**src/rtl/io64_uart_tx_pkg.sv**
```systemverilog
// Shared IO definitions for the IO64 UART transmitter: port addresses, IO65 status bit positions,
// and transmitter FSM state encodings.
package io64_uart_tx_pkg;

  localparam logic [7:0] IO64_ADDR = 8'd64;
  localparam logic [7:0] IO65_ADDR = 8'd65;

  localparam int ST_FULL    = 0;
  localparam int ST_EMPTY   = 1;
  localparam int ST_OVF     = 2;
  localparam int ST_BUSY    = 3;
  localparam int ST_CNT_LSB = 4;

  typedef enum logic [2:0] {
    S_IDLE   = 3'd0,
    S_START  = 3'd1,
    S_DATA   = 3'd2,
    S_PARITY = 3'd3,
    S_STOP   = 3'd4
  } tx_state_e;

endpackage

```
**src/rtl/io64_uart_tx_fifo.sv**
```systemverilog
// Synchronous DEPTH x W word FIFO. Full/empty/count reflect the pre-edge state; a push while full
// or a pop while empty is ignored. Pointers wrap modulo DEPTH, which must be a power of two.
module io64_uart_tx_fifo #(
  parameter int DEPTH = 4,
  parameter int AW    = 2,
  parameter int W     = 16
) (
  input  logic          clk,
  input  logic          rst,
  input  logic          push,
  input  logic [W-1:0]  push_dat,
  input  logic          pop,
  output logic [W-1:0]  pop_dat,
  output logic          full,
  output logic          empty,
  output logic [AW:0]   count
);

  logic [W-1:0]  mem [DEPTH];
  logic [AW-1:0] wr_ptr_q, wr_ptr_d;
  logic [AW-1:0] rd_ptr_q, rd_ptr_d;
  logic [AW:0]   cnt_q, cnt_d;
  logic          do_push, do_pop;

  assign full    = (cnt_q == (AW+1)'(DEPTH));
  assign empty   = (cnt_q == '0);
  assign count   = cnt_q;
  assign pop_dat = mem[rd_ptr_q];

  always_comb begin
    do_push  = push && !full;
    do_pop   = pop && !empty;
    wr_ptr_d = wr_ptr_q;
    rd_ptr_d = rd_ptr_q;
    cnt_d    = cnt_q;
    if (do_push) wr_ptr_d = wr_ptr_q + 1'b1;
    if (do_pop)  rd_ptr_d = rd_ptr_q + 1'b1;
    case ({do_push, do_pop})
      2'b10:   cnt_d = cnt_q + 1'b1;
      2'b01:   cnt_d = cnt_q - 1'b1;
      default: cnt_d = cnt_q;
    endcase
  end

  always_ff @(posedge clk) begin
    if (rst) begin
      wr_ptr_q <= '0;
      rd_ptr_q <= '0;
      cnt_q    <= '0;
    end else begin
      wr_ptr_q <= wr_ptr_d;
      rd_ptr_q <= rd_ptr_d;
      cnt_q    <= cnt_d;
    end
  end

  // Storage is not reset; the pointers and count define which entries are valid.
  always_ff @(posedge clk) begin
    if (do_push) mem[wr_ptr_q] <= push_dat;
  end

endmodule

```
**src/rtl/io64_uart_tx.sv**
```systemverilog
// Queues CPU stores to IO64 and sends each 16-bit word on a UART line, low byte first, LSB first.
// Define IO64_PARITY_EN to insert an even-parity bit after the data bits (8E1 instead of 8N1).
module io64_uart_tx
  import io64_uart_tx_pkg::*;
#(
  parameter int CLKS_PER_BIT = 16,
  parameter int DEPTH        = 4,
  parameter int AW           = 2
) (
  input  logic        CLK,
  input  logic        RESET,
  input  logic [15:0] IO64_OUT,
  input  logic        IO64_WE,
  input  logic        STATUS_CLR,
  output logic        TX,
  output logic        TX_BUSY,
  output logic        FIFO_FULL,
  output logic [15:0] IO65_STATUS
);

  localparam int TW = (CLKS_PER_BIT > 2) ? $clog2(CLKS_PER_BIT) : 1;
  localparam logic [TW-1:0] T_LAST = TW'(CLKS_PER_BIT - 1);

  tx_state_e     state_q, state_d;
  logic [TW-1:0] timer_q, timer_d;
  logic [2:0]    bit_idx_q, bit_idx_d;
  logic          byte_sel_q, byte_sel_d;
  logic [15:0]   word_q, word_d;
  logic          ovf_q, ovf_d;
  logic          tx_q, tx_d;

  logic          bit_done;
  logic [7:0]    cur_byte_d;
  logic          fifo_pop;
  logic [15:0]   fifo_dat;
  logic          fifo_full, fifo_empty;
  logic [AW:0]   fifo_cnt;

  io64_uart_tx_fifo #(
    .DEPTH (DEPTH),
    .AW    (AW),
    .W     (16)
  ) u_fifo (
    .clk      (CLK),
    .rst      (RESET),
    .push     (IO64_WE),
    .push_dat (IO64_OUT),
    .pop      (fifo_pop),
    .pop_dat  (fifo_dat),
    .full     (fifo_full),
    .empty    (fifo_empty),
    .count    (fifo_cnt)
  );

  always_ff @(posedge CLK) begin
    if (RESET) begin
      state_q    <= S_IDLE;
      timer_q    <= '0;
      bit_idx_q  <= '0;
      byte_sel_q <= 1'b0;
      word_q     <= '0;
      ovf_q      <= 1'b0;
      tx_q       <= 1'b1;
    end else begin
      state_q    <= state_d;
      timer_q    <= timer_d;
      bit_idx_q  <= bit_idx_d;
      byte_sel_q <= byte_sel_d;
      word_q     <= word_d;
      ovf_q      <= ovf_d;
      tx_q       <= tx_d;
    end
  end

  always_comb begin
    state_d    = state_q;
    timer_d    = timer_q;
    bit_idx_d  = bit_idx_q;
    byte_sel_d = byte_sel_q;
    word_d     = word_q;
    fifo_pop   = 1'b0;
    bit_done   = (timer_q == T_LAST);
    if (state_q != S_IDLE) timer_d = bit_done ? '0 : timer_q + 1'b1;
    case (state_q)
      S_IDLE: begin
        if (!fifo_empty) begin
          fifo_pop   = 1'b1;
          word_d     = fifo_dat;
          byte_sel_d = 1'b0;
          timer_d    = '0;
          state_d    = S_START;
        end
      end
      S_START: begin
        if (bit_done) begin
          bit_idx_d = '0;
          state_d   = S_DATA;
        end
      end
      S_DATA: begin
        if (bit_done) begin
          if (bit_idx_q == 3'd7) begin
`ifdef IO64_PARITY_EN
            state_d = S_PARITY;
`else
            state_d = S_STOP;
`endif
          end else begin
            bit_idx_d = bit_idx_q + 1'b1;
          end
        end
      end
`ifdef IO64_PARITY_EN
      S_PARITY: begin
        if (bit_done) state_d = S_STOP;
      end
`endif
      S_STOP: begin
        if (bit_done) begin
          // The high byte follows the low byte back-to-back; a word boundary costs one idle cycle.
          if (!byte_sel_q) begin
            byte_sel_d = 1'b1;
            state_d    = S_START;
          end else begin
            state_d    = S_IDLE;
          end
        end
      end
      default: state_d = S_IDLE;
    endcase

    // The full check uses the pre-edge count, so a same-edge pop does not rescue the word.
    ovf_d = ovf_q;
    if (STATUS_CLR) ovf_d = 1'b0;
    if (IO64_WE && fifo_full) ovf_d = 1'b1;
  end

  // TX is computed from next-state values so the registered line changes on the same edge as the FSM.
  always_comb begin
    cur_byte_d = byte_sel_d ? word_d[15:8] : word_d[7:0];
    case (state_d)
      S_START:  tx_d = 1'b0;
      S_DATA:   tx_d = cur_byte_d[bit_idx_d];
`ifdef IO64_PARITY_EN
      S_PARITY: tx_d = ^cur_byte_d;
`endif
      default:  tx_d = 1'b1;
    endcase

    IO65_STATUS                          = '0;
    IO65_STATUS[ST_FULL]                 = fifo_full;
    IO65_STATUS[ST_EMPTY]                = fifo_empty;
    IO65_STATUS[ST_OVF]                  = ovf_q;
    IO65_STATUS[ST_BUSY]                 = (state_q != S_IDLE);
    IO65_STATUS[ST_CNT_LSB +: AW+1]      = fifo_cnt;
  end

  assign TX        = tx_q;
  assign TX_BUSY   = (state_q != S_IDLE);
  assign FIFO_FULL = fifo_full;

endmodule

```
**config.mk**
```make
export PLATFORM = sky130hd
export DESIGN_NAME = io64_uart_tx
export DESIGN_NICKNAME = d
export VERILOG_FILES = /design/src/rtl/io64_uart_tx_pkg.sv /design/src/rtl/io64_uart_tx_fifo.sv /design/src/rtl/io64_uart_tx.sv
export SDC_FILE = /design/constraint.sdc
export NUM_CORES = 1
export LEC_CHECK = 0
export CORE_MARGIN = 3
export CORE_UTILIZATION = 35
export CTS_CLUSTER_SIZE = 30
export DETAILED_ROUTE_END_ITERATION = 16
export DONT_BUFFER_PORTS = 1
export HOLD_SLACK_MARGIN = 0.02
export SYNTH_ARGS = -nofsm -noshare
export SYNTH_HDL_FRONTEND = slang
export SYNTH_SLANG_ARGS = --single-unit
```
**constraint.sdc**
```tcl
create_clock -name CLK -period 3.1 [get_ports CLK]
set_input_delay 0 -clock CLK [delete_from_list [all_inputs] [get_ports CLK]]
set_output_delay 0 -clock CLK [all_outputs]
set_load 0.02 [all_outputs]
```
==> results.sh <==
export IMPL_clk_path_buf_depth=2
export IMPL_cap_violations=0
export IMPL_cts_htree_levels=3
export IMPL_dp_hpwl_um=4820
export IMPL_cts_setup_buffers=0
export IMPL_reg2regPathDepth=9
export IMPL_cts_resized=0
export IMPL_ys_async_sr_fraction_pct=0
export IMPL_final_util_pct=41.9
export IMPL_stdcell_count=489
export IMPL_gr_usage_all_layers_pct=12.2
export IMPL_die_h_um=116
export IMPL_start_kind="flip-flop"
export IMPL_crit_path_max_fanout=7
export IMPL_setup_violations=0
export IMPL_hold_class="in -> reg"
export IMPL_hold_end="u_fifo.wr_ptr_q[0]$_SDFFE_PP0P_"
export IMPL_finalHoldViolations=0
export IMPL_route_detailed_drc=0
export IMPL_ios=39
export IMPL_powerDensity_nw_per_um2=814
export IMPL_clkSlewWorstSetupHoldPaths_ps=60
export IMPL_core_region_area_um2=11700
export IMPL_cts_root_buf="clkbuf_16"
export IMPL_synth_seq_area_share_pct=62.8
export IMPL_ys_types=45
export IMPL_comb_power_share_pct=26.1
export IMPL_initial_core_util_pct=36.6
export IMPL_cellLeakagePower_uw=0.00169
export IMPL_end_kind="flip-flop"
export IMPL_drive_gt1_share_pct=14.2
export IMPL_numClockSinks=102
export IMPL_tns_ps=0
export IMPL_run_status="complete, no violations"
export IMPL_tritoncts="done"
export IMPL_syn_inst=321
export IMPL_r2r_start="u_fifo.count[2]$_SDFFE_PP0P_"
export IMPL_fin_crit_sh_pct=84.0
export IMPL_drtIter0Drc=174
export IMPL_grt_pass1_wl_um=12500
export IMPL_fin_skew_ps=4.92
export IMPL_layout_min_cycle_time_ps=2610
export IMPL_p_total_uw=3970
export IMPL_die_area_um2=13600
export IMPL_grt_overflow_total=0
export IMPL_timing_rr_end="u_fifo.count[2]$_SDFFE_PP0P_"
export IMPL_numCtsBuffers=9
export IMPL_avgSynthCellArea_um2=13.3
export IMPL_p_switching_uw=1230
export IMPL_dp_cells=453
export IMPL_min_from="IO64_WE"
export IMPL_diodes=0
export IMPL_path_class="reg -> reg"
export IMPL_syn_area_um2=4270
export IMPL_max_slew_margin_rel_pct=64.8
export IMPL_place_congestion=0.738
export IMPL_grt_pass1_vias=2480
export IMPL_drt_pass1_iterations=4
export IMPL_port_buffers=0
export IMPL_cts_hold_buf=20
export IMPL_routed_via_density=4.94
export IMPL_grt_max_degree=37
export IMPL_rrSetupSlack_ps=490
export IMPL_routed_wirelength_um=7510
export IMPL_slew_violations=0
export IMPL_clk_latency_ps=340
export IMPL_grt_antenna_before_repair=0
export IMPL_internal_power_uw=2740
export IMPL_synth_edf_count=64
export IMPL_critPathArrivalTime_ps=2880
export IMPL_p_clk_share_pct=27.8
export IMPL_yosysWarningCount=0
export IMPL_ir_drop_mv=0.384
export IMPL_whs_ps=77.5
export IMPL_rows=39
export IMPL_synth_ff_type="edfxtp_1"
export IMPL_crit_required_ps=3370
export IMPL_wire_per_inst_um=15.4
export IMPL_whs_path_depth=3
export IMPL_p_seq_share_pct=46.1
export IMPL_die_w_um=116
export IMPL_max_freq_mhz=384
export IMPL_area_delta_synth_final_pct=14.4
export IMPL_vias=2418
export IMPL_tightest_slew_ps=527
export IMPL_swShare_pct=31.1
export IMPL_rsz0062_at_grt="false"
export IMPL_ys_seq_elements=102
export IMPL_ant_nets=0
export IMPL_nets=369
placed cells by master (no fill, tap or decap), types with 2 or more instances in the layout:
master	netlist	layout
dlygate4sd3_1	0	19
conb_1	1	9
a21oi_1	28	28
dfxtp_1	38	38
mux2i_1	10	10
o21ai_1	2	2
o21ai_0	7	7
clkbuf_1	8	3
xnor2_1	2	2
nand2_1	41	41
inv_2	2	2
nor2_1	17	17
nand3_1	2	2
clkinvlp_4	0	2
mux4_2	16	16
nor4_1	2	2
o211ai_1	3	3
and2_1	5	5
xor2_1	3	3
a31oi_1	2	2
nor3_1	7	7
edfxtp_1	64	64
clkbuf_16	0	9
nor2b_1	4	4
and3_1	2	2
inv_1	10	10
ha_1	7	7
buf_4	14	10
cells in the mapped netlist (5+ instances only):
library cell	n	share of area, %
and2_1	5	0.73
edfxtp_1	64	45
ha_1	7	2.1
clkbuf_1	8	0.70
dfxtp_1	38	18
buf_4	14	2.5
nor2_1	17	1.5
nor3_1	7	0.82
inv_1	10	0.88
a21oi_1	28	3.3
o21ai_0	7	0.82
nand2_1	41	3.6
mux2i_1	10	2.3
mux4_2	16	8.4
power groups by stage:
stage	clock (uW)	combinational (uW)	sequential, uW
global route	1200	1180	1860
floorplan	0	872	1790
CTS	1140	1060	1830
finish	1100	1040	1830
global placement	0	999	1860
detailed placement	0	1020	1860
cell families (layout without fill, tap and decap cells):
group	count (synthesis)	after routing	share of synthesized area, %
other	1	9	0.0878
DFF	102	102	62.8
xor gates and xnor gates	5	5	1.03
muxes	26	26	10.8
and+or+nand+nor	87	87	9.64
AOI/OAI and AO/OA	51	51	7.97
adders and majority gates	8	8	2.52
buffers and inverters	41	58	5.13
layout make-up:
cell class	instances	area, um2
sequential	102	2680
clock inverter	4	56.3
multi-input combinational	186	1400
clock buffer	12	236
timing repair buffer	30	285
tap	143	179
inverter	12	45.0
fill	1070	6780
per-stage QoR:
stage	cell area, um2	worst slack, ps
2_1_floorplan	4300	638
3_3_place_gp	4380	542
3_5_place_dp	4380	491
4_1_cts	4880	476
5_1_grt	4880	282
6_report	4880	495
sequential cells by signal (all words and copies together) (netlist names), 2 cells and up, named ones only:
signal / count
u_fifo.rd_ptr_q: 2
u_fifo.wr_ptr_q: 2
u_fifo.count: 3
u_fifo.mem: 64
timer_q: 4
state_q: 3
bit_idx_q: 3
word_q: 16
per-layer routing:
layer	global-route usage, %	vias to the layer above	part of all wire, %
met4	4.18	0	1.5
met2	20.5	41	49
met5	0	-	0
met3	3.42	10	3.9
met1	15.0	1186	45
li1	-	1181	-
worst max-delay path: stages, from the launching register on:
cell and delay (ps):
dfxtp_1 490, and3_1 530, nor2b_1 230, inv_1 100
ha_1 170, inv_1 60, fa_1 370, xor2_1 150
or3_1 300, a21oi_1 140
worst max path at each step:
stage,end,startpoint,slack (ps)
after floorplan,u_fifo.count[2]$_SDFFE_PP0P_,state_q[2]$_SDFF_PP0_,640
after global placement,u_fifo.count[2]$_SDFFE_PP0P_,u_fifo.count[2]$_SDFFE_PP0P_,540
after detailed placement,u_fifo.count[2]$_SDFFE_PP0P_,u_fifo.count[2]$_SDFFE_PP0P_,490
after CTS,u_fifo.count[2]$_SDFFE_PP0P_,u_fifo.count[2]$_SDFFE_PP0P_,480
after global routing,u_fifo.count[2]$_SDFFE_PP0P_,u_fifo.count[0]$_SDFFE_PP0P_,280
final,u_fifo.count[2]$_SDFFE_PP0P_,u_fifo.count[2]$_SDFFE_PP0P_,490
Note: power is estimated with default switching activity, not from simulation.
